**config.mk**
```make
export PLATFORM = sky130hd
export DESIGN_NAME = q_update_sequencer
export DESIGN_NICKNAME = d
export VERILOG_FILES = /design/src/rtl/q_learning_pkg.sv /design/src/rtl/decoder.sv /design/src/rtl/q_update_sequencer.sv
export SDC_FILE = /design/constraint.sdc
export NUM_CORES = 1
export LEC_CHECK = 0
export ABC_CLOCK_PERIOD_IN_PS = 5400
export CAP_MARGIN = 40
export CORE_MARGIN = 10
export CORE_UTILIZATION = 40
export CTS_CLUSTER_SIZE = 16
export DETAILED_ROUTE_END_ITERATION = 8
export GPL_ROUTABILITY_DRIVEN = 0
export HOLD_SLACK_MARGIN = 0.15
export PLACE_DENSITY_LB_ADDON = 0.3
export SETUP_SLACK_MARGIN = 0.3
export SLEW_MARGIN = 20
export SYNTH_ARGS = -nofsm -noshare
export SYNTH_HDL_FRONTEND = slang
export SYNTH_HIERARCHICAL = 1
export SYNTH_SLANG_ARGS = --single-unit
export TNS_END_PERCENT = 50
```
**constraint.sdc**
```tcl
create_clock -name clock -period 5.4 [get_ports clock]
set_input_delay 0.54 -clock clock [delete_from_list [all_inputs] [get_ports clock]]
set_output_delay 0.54 -clock clock [all_outputs]
set_load 0.05 [all_outputs]
```
**src/rtl/q_learning_pkg.sv**
```systemverilog
// rtl/q_learning_pkg.sv - shared widths and sequencer state encoding for the Q-learning datapath
package q_learning_pkg;

   localparam int ADDR_W_DEF = 18;
   localparam int DATA_W_DEF = 8;
   localparam int N_ACT_DEF  = 9;
   localparam int RD_LAT_DEF = 1;
   localparam int ACT_W      = 4;

   localparam logic [15:0] COUNT_MAX = 16'hFFFF;

   typedef enum logic [2:0] {
      ST_IDLE,
      ST_RD_NEXT,
      ST_RD_CUR,
      ST_CALC,
      ST_WRITE,
      ST_RESP
   } seq_state_t;

endpackage

```
**src/rtl/decoder.sv**
```systemverilog
// rtl/decoder.sv - binary action index to one-hot enable decoder
module decoder
   import q_learning_pkg::*;
#(
   parameter int N_OUT = N_ACT_DEF
)(
   input  logic [ACT_W-1:0] sel,
   output logic [N_OUT-1:0] onehot
);

   always_comb begin
      onehot = '0;
      for (int i = 0; i < N_OUT; i++) begin
         onehot[i] = (sel == ACT_W'(i));
      end
   end

endmodule

```
**src/rtl/q_update_sequencer.sv**
```systemverilog
// rtl/q_update_sequencer.sv - sequences one Q-table read/update/write per accepted request
module q_update_sequencer
   import q_learning_pkg::*;
#(
   parameter int ADDR_W = ADDR_W_DEF,
   parameter int DATA_W = DATA_W_DEF,
   parameter int N_ACT  = N_ACT_DEF,
   parameter int RD_LAT = RD_LAT_DEF
)(
   input  logic              clock,
   input  logic              reset_n,
   input  logic              req_valid,
   output logic              req_ready,
   input  logic [ADDR_W-1:0] req_state,
   input  logic [ADDR_W-1:0] req_next_state,
   input  logic [3:0]        req_action,
   input  logic [DATA_W-1:0] req_reward,
   input  logic              req_terminal,
   output logic [ADDR_W-1:0] rd_addr,
   output logic [3:0]        rd_action,
   input  logic [DATA_W-1:0] q_max_in,
   input  logic [DATA_W-1:0] q_sa_in,
   output logic [DATA_W-1:0] upd_q,
   output logic [DATA_W-1:0] upd_max,
   output logic [DATA_W-1:0] upd_reward,
   input  logic [DATA_W-1:0] q_new_in,
   output logic [ADDR_W-1:0] wr_addr,
   output logic [N_ACT-1:0]  wr_en,
   output logic [DATA_W-1:0] wr_data,
   output logic              rsp_valid,
   input  logic              rsp_ready,
   output logic [DATA_W-1:0] rsp_q_new,
   output logic              rsp_err,
   output logic              busy,
   output logic [15:0]       update_count
);

   seq_state_t        state, state_nxt;
   logic [7:0]        wait_cnt;
   logic [ADDR_W-1:0] s_reg, sn_reg;
   logic [ACT_W-1:0]  a_reg;
   logic [DATA_W-1:0] reward_reg, max_reg, qsa_reg, qnew_reg, rsp_q_reg;
   logic              err_reg;
   logic [15:0]       count_reg;
   logic [N_ACT-1:0]  dec_onehot;

   logic accept, illegal, rd_next_done, rd_cur_done;

   assign accept       = (state == ST_IDLE) && req_valid;
   assign illegal      = 32'(req_action) >= N_ACT;
   // RAM read takes RD_LAT cycles; the action mux adds one more stage.
   assign rd_next_done = (state == ST_RD_NEXT) && (wait_cnt == 8'(RD_LAT));
   assign rd_cur_done  = (state == ST_RD_CUR)  && (wait_cnt == 8'(RD_LAT + 1));

   decoder #(.N_OUT(N_ACT)) u_decoder (
      .sel    (a_reg),
      .onehot (dec_onehot)
   );

   always_ff @(posedge clock) begin
      if (!reset_n) begin
         state <= ST_IDLE;
      end else begin
         state <= state_nxt;
      end
   end

   always_comb begin
      state_nxt = state;
      req_ready = 1'b0;
      busy      = 1'b1;
      rd_addr   = '0;
      rd_action = '0;
      wr_en     = '0;
      wr_addr   = '0;
      wr_data   = '0;
      rsp_valid = 1'b0;
      case (state)
         ST_IDLE: begin
            req_ready = 1'b1;
            busy      = 1'b0;
            if (req_valid) begin
               if (illegal) begin
                  state_nxt = ST_RESP;
               end else if (req_terminal) begin
                  state_nxt = ST_RD_CUR;
               end else begin
                  state_nxt = ST_RD_NEXT;
               end
            end
         end
         ST_RD_NEXT: begin
            rd_addr = sn_reg;
            if (rd_next_done) state_nxt = ST_RD_CUR;
         end
         ST_RD_CUR: begin
            rd_addr   = s_reg;
            rd_action = a_reg;
            if (rd_cur_done) state_nxt = ST_CALC;
         end
         ST_CALC: begin
            state_nxt = ST_WRITE;
         end
         ST_WRITE: begin
            wr_en     = dec_onehot;
            wr_addr   = s_reg;
            wr_data   = qnew_reg;
            state_nxt = ST_RESP;
         end
         ST_RESP: begin
            rsp_valid = 1'b1;
            if (rsp_ready) state_nxt = ST_IDLE;
         end
         default: begin
            state_nxt = ST_IDLE;
         end
      endcase
   end

   always_ff @(posedge clock) begin
      if (!reset_n) begin
         wait_cnt   <= '0;
         s_reg      <= '0;
         sn_reg     <= '0;
         a_reg      <= '0;
         reward_reg <= '0;
         max_reg    <= '0;
         qsa_reg    <= '0;
         qnew_reg   <= '0;
         rsp_q_reg  <= '0;
         err_reg    <= 1'b0;
         count_reg  <= '0;
      end else begin
         if ((state == ST_RD_NEXT || state == ST_RD_CUR) && !rd_next_done && !rd_cur_done) begin
            wait_cnt <= wait_cnt + 8'd1;
         end else begin
            wait_cnt <= '0;
         end

         if (accept) begin
            s_reg      <= req_state;
            sn_reg     <= req_next_state;
            a_reg      <= req_action[ACT_W-1:0];
            reward_reg <= req_reward;
            // Cleared here so a terminal request, which skips RD_NEXT, sees max Q = 0.
            max_reg    <= '0;
            if (illegal) begin
               rsp_q_reg <= '0;
               err_reg   <= 1'b1;
            end
         end

         if (rd_next_done) max_reg <= q_max_in;
         if (rd_cur_done)  qsa_reg <= q_sa_in;
         if (state == ST_CALC) qnew_reg <= q_new_in;

         if (state == ST_WRITE) begin
            rsp_q_reg <= qnew_reg;
            err_reg   <= 1'b0;
            if (count_reg != COUNT_MAX) count_reg <= count_reg + 16'd1;
         end
      end
   end

   assign upd_q        = qsa_reg;
   assign upd_max      = max_reg;
   assign upd_reward   = reward_reg;
   assign rsp_q_new    = rsp_q_reg;
   assign rsp_err      = err_reg;
   assign update_count = count_reg;

endmodule

```
**Word-level counts from Yosys, hierarchy flattened**

Cells that the tools add are included.

- Bits in registers: 108
- Input bits: 77
- Output and inout port bits: 109
- Logic and storage cells: 75

- Add/subtract/negate cells: 2
- $lt $le $gt $ge: 1
- Equal/unequal tests: 20
- Multiplexer cells: 20
- Bitwise gates (word level): 1
- Reductions and logical operators: 19

Operators by type and width:

| kind | count |
|---|---|
| 8-bit two-way mux | 6 |
| 18-bit one-hot mux with 2 select lines | 1 |
| 18-bit two-way mux | 1 |
| 3-bit one-hot mux with 6 select lines | 1 |
| 16-bit by 1-bit adder with 16-bit output, second input constant | 1 |
| 4-bit by 3-bit equality test with 1-bit output, second input constant | 4 |
| 16-bit != test, second input constant | 1 |
| 3-bit two-way mux | 5 |
| 9-bit two-way mux | 1 |
| 8-bit by 1-bit adder with 8-bit output, second input constant | 1 |
| 4-bit by 2-bit equality test with 1-bit output, second input constant | 2 |
| 8-bit by 1-bit equality test with 1-bit output, second input constant | 1 |
| 8-bit by 2-bit equality test with 1-bit output, second input constant | 1 |
| 2-bit != test, second input constant | 4 |
| 2-bit AND reduction | 4 |
| 3-bit by 2-bit equality test with 1-bit output, second input constant | 2 |
| 3-bit equality test, second input constant | 2 |
| 2-bit nonzero test | 3 |
| 1-bit logical AND | 5 |
| 4-bit by 1-bit equality test with 1-bit output, second input constant | 1 |
| 4-bit equality test, second input constant | 1 |
| 4-bit greater-or-equal comparator, second input constant | 1 |
| 4-bit logical NOT | 1 |
| 4-bit two-way mux | 1 |
| other kinds (9) | 12 |

**Longest topological paths before layout**

- Depth after elaboration: 6
- Mapped depth: 8
- Gate-level depth less buffers: 5

**Hierarchy**

The synthesis kept the hierarchy.

Modules (own cells, without submodules):

| module | times used | cells an instance | area an instance (µm²) | sequential area each (µm²) |
|---|---|---|---|---|
| q_update_sequencer | 1 | 584 | 4730.8 | 2162.1 |
| decoder | 1 | 9 | 90.1 | 0.0 |

**Least setup slack after synthesis**

Ideal clock, no wire load.

- Path type: register -> output
- From: reg state[0]
- To: out rsp_valid
- Arrival time: 1890 ps
- Required time: 4860 ps
- Path slack: 2970 ps
- Cell stages (with the launch flop): 4
- Buffers on the path: 2
- Path through: dfxtp_1 -> buf_6 -> clkbuf_1 -> nor3b_1

- Word-level cells in the longest chain between the ends: 2

Ends and longest elaborated chain:

| item | RTL line | text |
|---|---|---|
| start: declaration | q_update_sequencer.sv:38 | `seq_state_t state, state_nxt;` |
| start signal: assignment | q_update_sequencer.sv:64 | `state <= state_nxt;` |
| 3-bit equality test | q_update_sequencer.sv:78 | `case (state)` |
| 1-bit two-way mux | q_update_sequencer.sv:78 |  |
| end: declaration | q_update_sequencer.sv:30 | `output logic rsp_valid,` |

Every way passes these cells.

**Final worst setup path**

- From: reg state[2]
- To: out wr_data[1]

- Word-level cells in the longest chain between the ends: 2

Ends and longest elaborated chain:

| item | RTL line | text |
|---|---|---|
| 3-bit equality test | q_update_sequencer.sv:78 |  |
| 8-bit two-way mux | q_update_sequencer.sv:78 |  |
| end: declaration | q_update_sequencer.sv:29 | `output logic [DATA_W-1:0] wr_data,` |

Every way passes these cells.

==> impl_metrics.toml <==
[synthesis]
synth_cells = 593
synth_top_area_share_pct = 44.8
synth.distinct_cells = 48
synth_seq_cells = 108
synthesis.nets = 674
synth_top_area_cell = "dfxtp_1"
async_flop_share_pct = 0
avgSynthCellArea_um2 = 8.13
synth_seq_area_share_pct = 44.8
synth_top_cells_by_area = "dfxtp_1, nand2_1, a21oi_1, and2_1, mux2i_1"
synth_area_um2 = 4820
synth_edf_count = 0
synth_ff_type = "dfxtp_1"
yosysWarningCount = 6

[sta]
finalSetupViolCount = 0
tns_ns = 0
finalClockSkew_ns = 0.00874
worst_slack_ns = 1.85
rsz0062_at_grt = "false"
slew_headroom_pct = 48.6
period_share_pct = 65.7
finalHoldViolCount = 0
fmax_mhz = 282
hold_slack_ns = 0.458
fin_crit_ns = 3.55
maxSlewViolCount = 0
worstMarginPinSlew_ns = 0.770

[global_routing]
grt_pass1_wl_mm = 23.5
antenna_found_initial = 1
grt_util_all_layers_pct = 17.3
grt_remaining_overflow = 0
grt_pass1_vias = 4701
grt_start_max_net_pins = 59

[clocking]
clkTransAtPathRegs_ns = 0.07
clock_path_buffers = 2
cts_num_sinks = 108
worstSkewPairLatency_ns = 0.34
cts_root_buf = "clkbuf_16"
post-cts-setup-buffers = 0
cts_made_buffers = 9
cts_tree = "built"
ctsResizeCount = 0
cts_hold_buf = 0
htreeDepth = 3

[layout]
drive_gt1_share_pct = 5.24
nNetsFinal = 840
n_fill_cell = 1077
seq_area_um2 = 2160
final_area_um2 = 7070
multi_input_area_um2 = 2470
instances_no_fill = 912
area_growth_pct = 46.6

[placement]
dp_cells = 892
postPlaceCellArea_um2 = 6740
hpwl_mm = 11.2
port_buffers = 185
dpl_worst_slack_ns = 2.18

[critical_path]
cp_data_arrival_time_ns = 3.01
worstSetupStartpointType = "flip-flop"
startpoint = "state[2]"
cpMaxStageDelayCell = "clkdlybuf4s50_1"
path_max_fanout = 26
worstPathBufferInverterCount = 2
worstPathCellList = "nor3b_4 > buf_4 > and2_1 > clkdlybuf4s50_1"
critPathKind = "reg -> out"
worst_setup_path_end_kind = "output pin"
r2r-end = "update_count[11]"
cp-endpoint = "wr_data[1]"
timing.rr.start = "state[2]"
reg2reg_depth = 5
crit_cells = 4
reg2reg_slack_ns = 2.75
cp_data_required_time_ns = 4.86
critPathTopFamily = "buffers and inverters"
critPathMaxStageDelay_ns = 0.83

[routing]
drc = 0
drt-initial-drc-count = 304
vias_per_cell = 5.16
totalWireLength_mm = 15.1
wl_per_cell_um = 16.6
ant_nets = 0
vias = 4709
dr.pass1.iters = 5

[floorplan]
io_pins = 186
floorplan.initialDensity_pct = 40.5
dieArea_um2 = 16800
die_x_um = 130
core_um2 = 11900
num_rows = 40
dieHeight_um = 130

[status]
status = "finished clean"

[job]
cap_viol_max_count = 0

[min_path]
hold_path_depth = 2
hold_class = "reg -> reg"

[power]
p_leak_nw = 2.55
ir_worst_vdd_mv = 0.223
power_density_nw_per_um2 = 358
stage by stage:
stage / power [mW] / util, %
floorplan: 1.62 / -
global placement: 1.90 / 56.6
detailed placement: 1.92 / 56.6
CTS: 2.55 / 59.0
global route: 2.68 / 59.3
finish: 2.53 / 59.3
logic make-up (layout without fill, tap and decap cells):
kind of cell,Yosys count,count (layout),synth area share (%)
AND/OR/NAND/NOR,288,288,29.7
AO/OA/AOI/OAI,121,121,15.1
flip-flops,108,108,44.8
buffers and inverters,47,218,4.28
multiplexers,18,18,3.74
XOR/XNOR,7,7,1.27
adder cells (fa/ha/maj),4,4,1.04
other,0,1,0
area by class of cell:
cell class,instances,area share [%]
Sequential cell,108,30.6
Inverter,8,0.425
Tap cell,147,2.60
Clock buffer,10,3.38
Antenna cell,1,0.0354
Clock inverter,6,0.673
Timing Repair Buffer,194,27.4
Multi-Input combinational cell,438,34.9
worst min-delay path by stage:
stage	from	endpoint	slack (ns)
6_report	sn_reg[13]	sn_reg[13]	0.46
5_1_grt	qnew_reg[7]	qnew_reg[7]	0.48
4_1_cts	sn_reg[13]	sn_reg[13]	0.46
3_5_place_dp	upd_reward[2]	upd_reward[2]	0.45
3_3_place_gp	qnew_reg[0]	qnew_reg[0]	0.44
2_1_floorplan	qnew_reg[0]	qnew_reg[0]	0.43
synth_stat cells, types with 3 or more instances:
library cell  count
inv_1             6
a22o_1           18
nor4_1            4
clkbuf_1         25
o31ai_1           6
nand2b_1          6
a21oi_1          85
mux2i_1          18
buf_4             3
nand2_1         144
nor3_1            5
nor4b_1           4
and4bb_2          3
ha_1              4
and3_1            3
nand3_1          18
or4_1             4
nor2_1           31
nand4_1           7
xor2_1            6
and2_1           40
and4_1            3
buf_2             9
dfxtp_1         108
a211oi_1          4
report_power, final:
group	switching [mW]	leakage, nW	internal [mW]
clock network	0.296	0.133	0.330
registers	0.103	0.877	0.890
logic	0.596	1.54	0.316
cell usage in the layout, fill, tap and decap left out, types with 4 or more instances in the layout:
master / Yosys / routed
xor2_1: 6 / 6
or4_1: 4 / 4
nor3_1: 5 / 5
ha_1: 4 / 4
buf_4: 3 / 6
clkdlybuf4s50_1: 0 / 185
nand4_1: 7 / 7
dfxtp_1: 108 / 108
nand2_1: 144 / 144
o31ai_1: 6 / 6
a211oi_1: 4 / 4
nor4b_1: 4 / 4
a22o_1: 18 / 18
nor2_1: 31 / 31
and2_1: 40 / 40
inv_1: 6 / 6
mux2i_1: 18 / 18
nor4_1: 4 / 4
nand3_1: 18 / 18
clkbuf_16: 0 / 9
a21oi_1: 85 / 85
nand2b_1: 6 / 6
worst reg2reg max path, delay by kind of cell (launching register included):
family,cells,cell delay (ns)
simple gates,3,1.51
flops,1,0.57
buf+inv,1,0.35
compound gates,1,0.14
routing by layer:
layer | track usage, % | share of wire [%] | wire, um
met3 | 6.13 | 8.5 | 1290
met1 | 19.5 | 41 | 6200
met4 | 5.36 | 1.7 | 264
met5 | 0 | 0 | 0
met2 | 29.9 | 49 | 7370
Note: power is estimated with default switching activity, not from simulation.
